## src/rtl/ysyx_220053_mdu_seq.sv

```systemverilog
// rtl/ysyx_220053_mdu_seq.sv - iterative RV64M multiply/divide sequencer
module ysyx_220053_mdu_seq #(
    parameter int XLEN = 64
) (
    input  logic            clk,
    input  logic            rst_n,
    input  logic            in_valid,
    output logic            in_ready,
    input  logic [2:0]      op,
    input  logic            word,
    input  logic [XLEN-1:0] src1,
    input  logic [XLEN-1:0] src2,
    input  logic            flush,
    output logic            out_valid,
    input  logic            out_ready,
    output logic [XLEN-1:0] result,
    output logic            busy
);

    typedef enum logic [1:0] {IDLE, BUSY, FIX, DONE} state_t;

    state_t              state;
    logic [2*XLEN-1:0]   acc;
    logic [XLEN-1:0]     dsor;
    logic [6:0]          cnt;
    logic [2:0]          op_q;
    logic                word_q;
    logic                neg_res;
    logic                neg_rem;
    logic [XLEN-1:0]     result_q;
    logic                out_valid_q;

    logic                is_div;
    logic                mul_w;
    logic                sgn1;
    logic                sgn2;
    logic                neg1;
    logic                neg2;
    logic                div_zero;
    logic                div_ovf;
    logic [XLEN-1:0]     ext1;
    logic [XLEN-1:0]     ext2;
    logic [XLEN-1:0]     mag1;
    logic [XLEN-1:0]     mag2;
    logic [XLEN-1:0]     sext_src1;
    logic [XLEN-1:0]     spec_res;

    // Operand conditioning and special-case detection, evaluated while IDLE.
    always_comb begin
        is_div    = op[2];
        mul_w     = word & ~op[2];
        sgn1      = ~mul_w & (op == 3'b001 || op == 3'b010 || op == 3'b100 || op == 3'b110);
        sgn2      = ~mul_w & (op == 3'b001 || op == 3'b100 || op == 3'b110);
        ext1      = src1;
        ext2      = src2;
        if (word) begin
            ext1 = {{(XLEN-32){sgn1 & src1[31]}}, src1[31:0]};
            ext2 = {{(XLEN-32){sgn2 & src2[31]}}, src2[31:0]};
        end
        neg1      = sgn1 & ext1[XLEN-1];
        neg2      = sgn2 & ext2[XLEN-1];
        mag1      = neg1 ? -ext1 : ext1;
        mag2      = neg2 ? -ext2 : ext2;
        sext_src1 = word ? {{(XLEN-32){src1[31]}}, src1[31:0]} : src1;
        div_zero  = is_div && (word ? (src2[31:0] == 32'd0) : (src2 == '0));
        div_ovf   = is_div && !op[0] &&
                    (word ? (src1[31:0] == 32'h8000_0000 && src2[31:0] == 32'hFFFF_FFFF)
                          : (src1 == {1'b1, {(XLEN-1){1'b0}}} && src2 == '1));
        if (div_zero)
            spec_res = op[1] ? sext_src1 : '1;
        else
            spec_res = op[1] ? '0 : sext_src1;
    end

    logic [XLEN:0]       mul_sum;
    logic [XLEN+1:0]     div_diff;
    logic [2*XLEN-1:0]   acc_step;
    logic                unused_bits;

    // One radix-2 step: shift-add for multiply, restoring subtract for divide.
    always_comb begin
        mul_sum  = {1'b0, acc[2*XLEN-1:XLEN]} + {1'b0, dsor};
        div_diff = {1'b0, acc[2*XLEN-1:XLEN-1]} - {2'b00, dsor};
        if (op_q[2]) begin
            if (!div_diff[XLEN+1])
                acc_step = {div_diff[XLEN-1:0], acc[XLEN-2:0], 1'b1};
            else
                acc_step = {acc[2*XLEN-2:0], 1'b0};
        end else if (acc[0]) begin
            acc_step = {mul_sum, acc[XLEN-1:1]};
        end else begin
            acc_step = {1'b0, acc[2*XLEN-1:1]};
        end
    end

    assign unused_bits = div_diff[XLEN];

    logic [2*XLEN-1:0]   prod;
    logic [XLEN-1:0]     quo;
    logic [XLEN-1:0]     rem;
    logic [XLEN-1:0]     fix_res;

    // A 32-iteration multiply leaves the product shifted up by 32 bits.
    always_comb begin
        prod = word_q ? {32'd0, acc[2*XLEN-1:32]} : acc;
        if (neg_res)
            prod = -prod;
        quo = neg_res ? -acc[XLEN-1:0] : acc[XLEN-1:0];
        rem = neg_rem ? -acc[2*XLEN-1:XLEN] : acc[2*XLEN-1:XLEN];
        if (!op_q[2])
            fix_res = (op_q == 3'b000 || word_q) ? prod[XLEN-1:0] : prod[2*XLEN-1:XLEN];
        else if (!op_q[1])
            fix_res = quo;
        else
            fix_res = rem;
        if (word_q)
            fix_res = {{(XLEN-32){fix_res[31]}}, fix_res[31:0]};
    end

    always_ff @(posedge clk or negedge rst_n) begin
        if (!rst_n) begin
            state       <= IDLE;
            acc         <= '0;
            dsor        <= '0;
            cnt         <= '0;
            op_q        <= '0;
            word_q      <= 1'b0;
            neg_res     <= 1'b0;
            neg_rem     <= 1'b0;
            result_q    <= '0;
            out_valid_q <= 1'b0;
        end else if (flush) begin
            state       <= IDLE;
            cnt         <= '0;
            out_valid_q <= 1'b0;
        end else begin
            case (state)
                IDLE: begin
                    if (in_valid) begin
                        op_q    <= op;
                        word_q  <= word;
                        neg_res <= neg1 ^ neg2;
                        neg_rem <= neg1;
                        if (div_zero || div_ovf) begin
                            result_q    <= spec_res;
                            out_valid_q <= 1'b1;
                            state       <= DONE;
                        end else begin
                            // Word dividends start at bit 32 so 32 shifts consume them.
                            acc   <= (is_div && word) ? {{XLEN{1'b0}}, mag1[31:0], 32'd0}
                                                      : {{XLEN{1'b0}}, mag1};
                            dsor  <= mag2;
                            cnt   <= word ? 7'd32 : 7'd64;
                            state <= BUSY;
                        end
                    end
                end
                BUSY: begin
                    acc <= acc_step;
                    cnt <= cnt - 7'd1;
                    if (cnt == 7'd1)
                        state <= FIX;
                end
                FIX: begin
                    result_q    <= fix_res;
                    out_valid_q <= 1'b1;
                    state       <= DONE;
                end
                DONE: begin
                    if (out_ready) begin
                        out_valid_q <= 1'b0;
                        state       <= IDLE;
                    end
                end
                default: state <= IDLE;
            endcase
        end
    end

    assign in_ready  = (state == IDLE);
    assign busy      = (state != IDLE);
    assign out_valid = out_valid_q;
    assign result    = result_q;

endmodule

```

## config.mk

```make
export PLATFORM = sky130hd
export DESIGN_NAME = ysyx_220053_mdu_seq
export DESIGN_NICKNAME = d
export VERILOG_FILES = /design/src/rtl/ysyx_220053_mdu_seq.sv
export SDC_FILE = /design/constraint.sdc
export NUM_CORES = 2
export LEC_CHECK = 0
export CAP_MARGIN = 20
export CORE_MARGIN = 8
export CORE_UTILIZATION = 40
export CTS_BUF_LIST = sky130_fd_sc_hd__clkbuf_8 sky130_fd_sc_hd__clkbuf_16
export CTS_CLUSTER_SIZE = 24
export DETAILED_ROUTE_END_ITERATION = 6
export PLACE_DENSITY_LB_ADDON = 0.25
export SLEW_MARGIN = 20
export SYNTH_ARGS = -nofsm -noshare
export SYNTH_HDL_FRONTEND = slang
export SYNTH_SLANG_ARGS = --single-unit
export TNS_END_PERCENT = 10
```

## constraint.sdc

```tcl
create_clock -name clk -period 14.5 [get_ports clk]
set_input_delay 4.35 -clock clk [delete_from_list [all_inputs] [get_ports clk]]
set_output_delay 4.35 -clock clk [all_outputs]
set_load 0.01 [all_outputs]
```

# == Word-level counts from Yosys, hierarchy flattened ==
# Index checks and enable logic that the tools add are counted.
# word_totals
register_bits,272
in_bits,137
out_inout_bits,67
wordCells,124
# op_classes
n_addsub,8
eq_ne,20
mux,44
bitwise_logic,12
reduce_logical,30
# ops
operator,n
64-bit two-way mux,17
128-bit two-way mux,7
64-bit negator,4
128-bit case mux with 2 select lines,1
64-bit equality test (second input constant),2
128-bit negator,1
64-bit case mux with 2 select lines,1
65-bit by 64-bit subtractor with 66-bit output,1
64-bit by 64-bit adder with 65-bit output,1
32-bit equality test (second input constant),2
64-bit logical NOT,1
32-bit logical NOT,1
7-bit two-way mux,4
4-bit AND reduction,4
7-bit case mux with 2 select lines,1
2-bit two-way mux,5
3-bit inequality test (second input constant),3
3-bit AND reduction,3
2-bit case mux with 4 select lines,1
1-bit AND,7
7-bit by 1-bit equality test with 1-bit output (second input constant),1
1-bit logical OR,7
7-bit by 1-bit subtractor with 7-bit output (second input constant),1
3-bit equality test (second input constant),2
other kinds (19),36

# == Depth between registers and ports, before layout ==
# depth
word_depth,13
mapped_depth,24
ltp_nobuf,14

# == Worst setup path before layout ==
# OpenSTA, ideal clock, no wires.
# synth_path
path_type,input to register
startpoint,input src2[13]
endpoint,register acc[126]
arrival_ns,7.322
t_required_ns,14.390
setup_slack_ns,7.067
stages,12
path_buffers,3
cell_sequence,or4_1 nor4_1 nand4_1 a211oi_1 a31oi_1 nand2_1 o21a_1 clkbuf_1 clkbuf_1 buf_1 nand2_1 o41ai_1
# synth_via
elab_chain_len,7
word_cells_on_any_way,13
classes_between,eq/ne (3); mux (2); reduce/logical (8)
# synth_lines
element,line_no,source
"start, declared",12,"input logic [XLEN-1:0] src2,"
64-bit equality test / 32-bit equality test (equally long branches),"68, 67",
"1-bit logical AND, on equally long branches","68, 67",
1-bit two-way mux,67,(word ? (src1[31:0] == 32'h8000_0000 && src2[31:0] == 32'hFFFF_FFFF)
1-bit logical AND,66,div_ovf = is_div && !op[0] &&
1-bit logical OR *,144,if (div_zero || div_ovf) begin
2-bit inequality test (no line) *,n/a,
4-bit AND reduction (no line) *,n/a,
"end signal, assigned",150,"acc <= (is_div && word) ? {{XLEN{1'b0}}, mag1[31:0], 32'd0}"
"end signal, assigned",159,acc <= acc_step;
"end, declared",23,logic [2*XLEN-1:0] acc;
# Mark *: on every way between the ends. The rest lies on a longest branch, timed or not.
# A chain may end at the register's enable or synchronous reset.

# == Worst setup path in the final report ==
# layout_path
startpoint,input op[2]
endpoint,register acc[56]
# layout_via
elab_chain_len,13
word_cells_on_any_way,27
classes_between,add/sub (1); eq/ne (5); mux (6); bitwise (6); reduce/logical (9)
# layout_lines
element,line_no,source
"start, declared",9,"input logic [2:0] op,"
3-bit by 1-bit equality test with 1-bit output / 3-bit by 2-bit equality test with 1-bit output (equally long branches),52,sgn1 = ~mul_w & (op == 3'b001 || op == 3'b010 || op == 3'b100 || op == 3'b110);
1-bit logical OR (3 in series),52,
1-bit AND,52,
1-bit AND,57,"ext1 = {{(XLEN-32){sgn1 & src1[31]}}, src1[31:0]};"
64-bit two-way mux,56,if (word) begin
64-bit negator / 1-bit AND (equally long branches),"62, 60",
64-bit two-way mux,62,mag1 = neg1 ? -ext1 : ext1;
64-bit two-way mux,150,
128-bit two-way mux,144,
128-bit two-way mux,139,if (in_valid) begin
128-bit case mux with 2 select lines,137,case (state)
# Parallel ways exist; a longest one is shown, timed or not. The select of a mux whose other input is x is not followed.

==> flow_summary_export.csv <==
group,metric,value,unit
clock_tree,post-cts-setup-buffer-count,0,
setup_path,cp-start-kind,"primary input",
grt,grt.total_usage,36.1,%
routing,via_per_inst,6.65,
sta,report.final.slew_viol_count,0,
grt,use_met2,51.7,%
placement,routabilityCongestion,1.06,
setup_path,critical_path.slowest_cell,"nor4_2",
synthesis,yosys-top-cells-area,"dfrtp_1, o21ai_0, a21oi_1",
floorplan,num_rows,110,
job,drv_cap,0,
sta,setup_violations,0,
cells_and_area,stdcell_count,6330,
pwr,p_leak,15.9,nW
setup_path,end_kind,"flip-flop",
clock_tree,cts_resized,0,
clock_tree,clk_latency,600,ps
grt,met1_usage,49.1,%
grt,grt_pass1_wl,272000,µm
clock_tree,clockBufferDepth,3,
synthesis,ys_types,93,
floorplan,die_x,317,µm
synthesis,yosysTopAreaCell,"dfrtp_1",
clock_tree,ctsHoldBuffers,0,
sta,period_needed,9680,ps
setup_path,critPathMaxStageDelay,1060,ps
synthesis,ys.warnings.count,0,
grt,antenna_found_initial,12,
setup_path,path_buf_inv,3,
min_path,hold_path.class,"flip-flop to flip-flop",
synthesis,ys_top_cells_by_count,"nand2_1, o21ai_0, a21oi_1",
clock_tree,clock_sinks,272,
floorplan,initial_core_util,40.3,%
grt,grt_use_met3,9.30,%
clock_tree,clkSlewWorstSetupHoldPaths,60,ps
setup_path,cp_data_arrival_time,10170,ps
setup_path,cp_cell_sequence,"clkdlybuf4s50_1 > buf_4 > nand2b_1 > nor4_2 > a31oi_1 > nand2_4 > o21a_4 > buf_4 > a221oi_1 > a22o_1",
sta,rsz0062_at_grt,"no",
routing,drtPass1Iterations,7,
routing,via_count,42070,
sta,skew,32.8,ps
floorplan,die_y,317,µm
synthesis,synthCells,5191,
synthesis,synth-seq-area-share,18.8,%
pwr,p_per_area,271,nW/µm²
cells_and_area,final_nets,5398,
routing,wirelength,190000,µm
synthesis,yosysMostFrequentCell,"nand2_1",
floorplan,core_area,90000,µm²
grt,busiest_layer,"met2",
clock_tree,cts_made_buffers,39,
setup_path,crit_path_max_fanout,98,
cells_and_area,drive_gt1_share,6.14,%
placement,dp_cells,6254,
floorplan,die_area,101000,µm²
synthesis,synth_edf_count,0,
routing,drc_errors,6,
sta,hold_viol,0,
grt,grt-ovfl-total,0,
clock_tree,cts.htree.levels,2,
routing,drt_iter0_markers,6229,
synthesis,ys_ff_latch,272,
sta,setup_tns,0,ps
floorplan,ios,204,
cells_and_area,post-route-util,44.8,%
clock_tree,clockRootBuffer,"clkbuf_16",
routing,post_drt_wl_per_cell,30.0,µm
sta,worst_slew_pin_slew,1240,ps
grt,grt_max_degree,99,
setup_path,crit_required,14990,ps
synthesis,async_flop_share,100,%
synthesis,avgSynthCellArea,6.99,µm²
setup_path,crit_family,"simple AND/OR/NAND/NOR gates",
sta,final.period_utilization,66.8,%
placement,hpwlAfterDp,145000,µm
setup_path,path_common_cell,"buf_4",
synthesis,synth_fp_nets,5470,
synthesis,syn_area,36300,µm²
pwr,ir_drop,0.000192,V
run_status,status,"complete, but fails checks",
routing,ant_nets,0,
grt,first_global_vias,38926,
run_status,violations,"DRC",
clock_tree,cts_tree,"yes",
synthesis,synth_top_flop_cell,"dfrtp_1",
cells_and_area,syn_to_final_growth,11.1,%
placement,portBuffers,203,
sta,max_slew_margin,15.3,%
setup_path,worstSetupPathType,"primary input to flip-flop",
synthesis,yosysTopAreaCellShare,18.8,%
sta,fmax,103,MHz
## through the flow
stage               total power [mW]  setup slack (ps)  instance area, µm²  hold WS [ps]
floorplan                       6.81              7070               36300           461
global placement                9.58              4560               39000           459
detailed placement              9.59              4410               39000           466
CTS                             10.6              5040               40300           479
global route                    11.5              4700               40300           493
finish                          10.9              4820               40300           476
## cell families (layout without fill, tap and decap cells)
logic type                 count (synthesis)  in the layout  synth area share (%)
AOI/OAI and AO/OA                       1775           1775                  30.4
xor gates and xnor gates                 415            415                  10.0
adders and majority gates                157            157                  5.35
buffers and inverters                    591            547                  6.73
DFF                                      272            272                  18.8
muxes                                    180            180                  5.10
other                                      0              7                     0
and+or+nand+nor                         1801           1801                  23.7
## cell type report
| cell class | instances | area, µm² |
|---|---|---|
| inverter | 144 | 541 |
| antenna | 7 | 17.5 |
| timing repair buffer | 334 | 3020 |
| clock buffer | 44 | 1060 |
| multi-input combinational | 4328 | 27100 |
| sequential | 272 | 6820 |
| tap | 1176 | 1470 |
| fill | 9523 | 49700 |
| clock inverter | 25 | 253 |
## per-layer routing
metal	vias up	wire, µm
met5	-	30
met4	6	12400
met3	502	21100
met2	2514	77900
met1	20232	78700
li1	18816	-
## final timing paths
path | from | to | slack (ps) | cells past startpoint
min in group asynchronous | rst_n | acc[107] | 3780 | 1
setup reg to reg | word_q | result[49] | 7140 | 12
setup / recovery | op[2] | acc[56] | 4820 | 10
hold reg to reg | result[8] | result[8] | 480 | 1
hold / removal | result[8] | result[8] | 480 | 1
max in group asynchronous | rst_n | acc[3] | 8380 | 3
## sequential cells by signal, indices dropped and copies added, names as in the netlist, 2 cells and up
name / flops
acc: 128
cnt: 7
op_q: 3
result: 64
state: 2
dsor: 64
## cells in the final DEF, fill, tap and decap left out, drive strengths merged, types with 24 or more instances in the layout
master	instances
buf	133
nand4	66
and3	28
a22o	26
a31oi	51
nand3	86
o41ai	26
a21oi	495
clkbuf	44
nor3	157
nor2	446
mux2i	140
dfrtp	272
nor4	86
mux2	40
inv	150
o21a	40
nand2b	36
ha	140
o31ai	69
o21ai	539
nand2	614
clkdlybuf4s50	201
or4	51
or3	65
a21o	84
o221ai	24
nor3b	31
o22ai	48
a211oi	57
xnor2	242
xor2	173
o211ai	90
nor2b	42
## where the power goes
group,leakage (nW),switching (mW),internal [mW]
clock network,0.661,0.415,0.595
registers,3.42,0.702,1.08
logic,11.8,5.32,2.83
(Power assumes the default switching activity.)
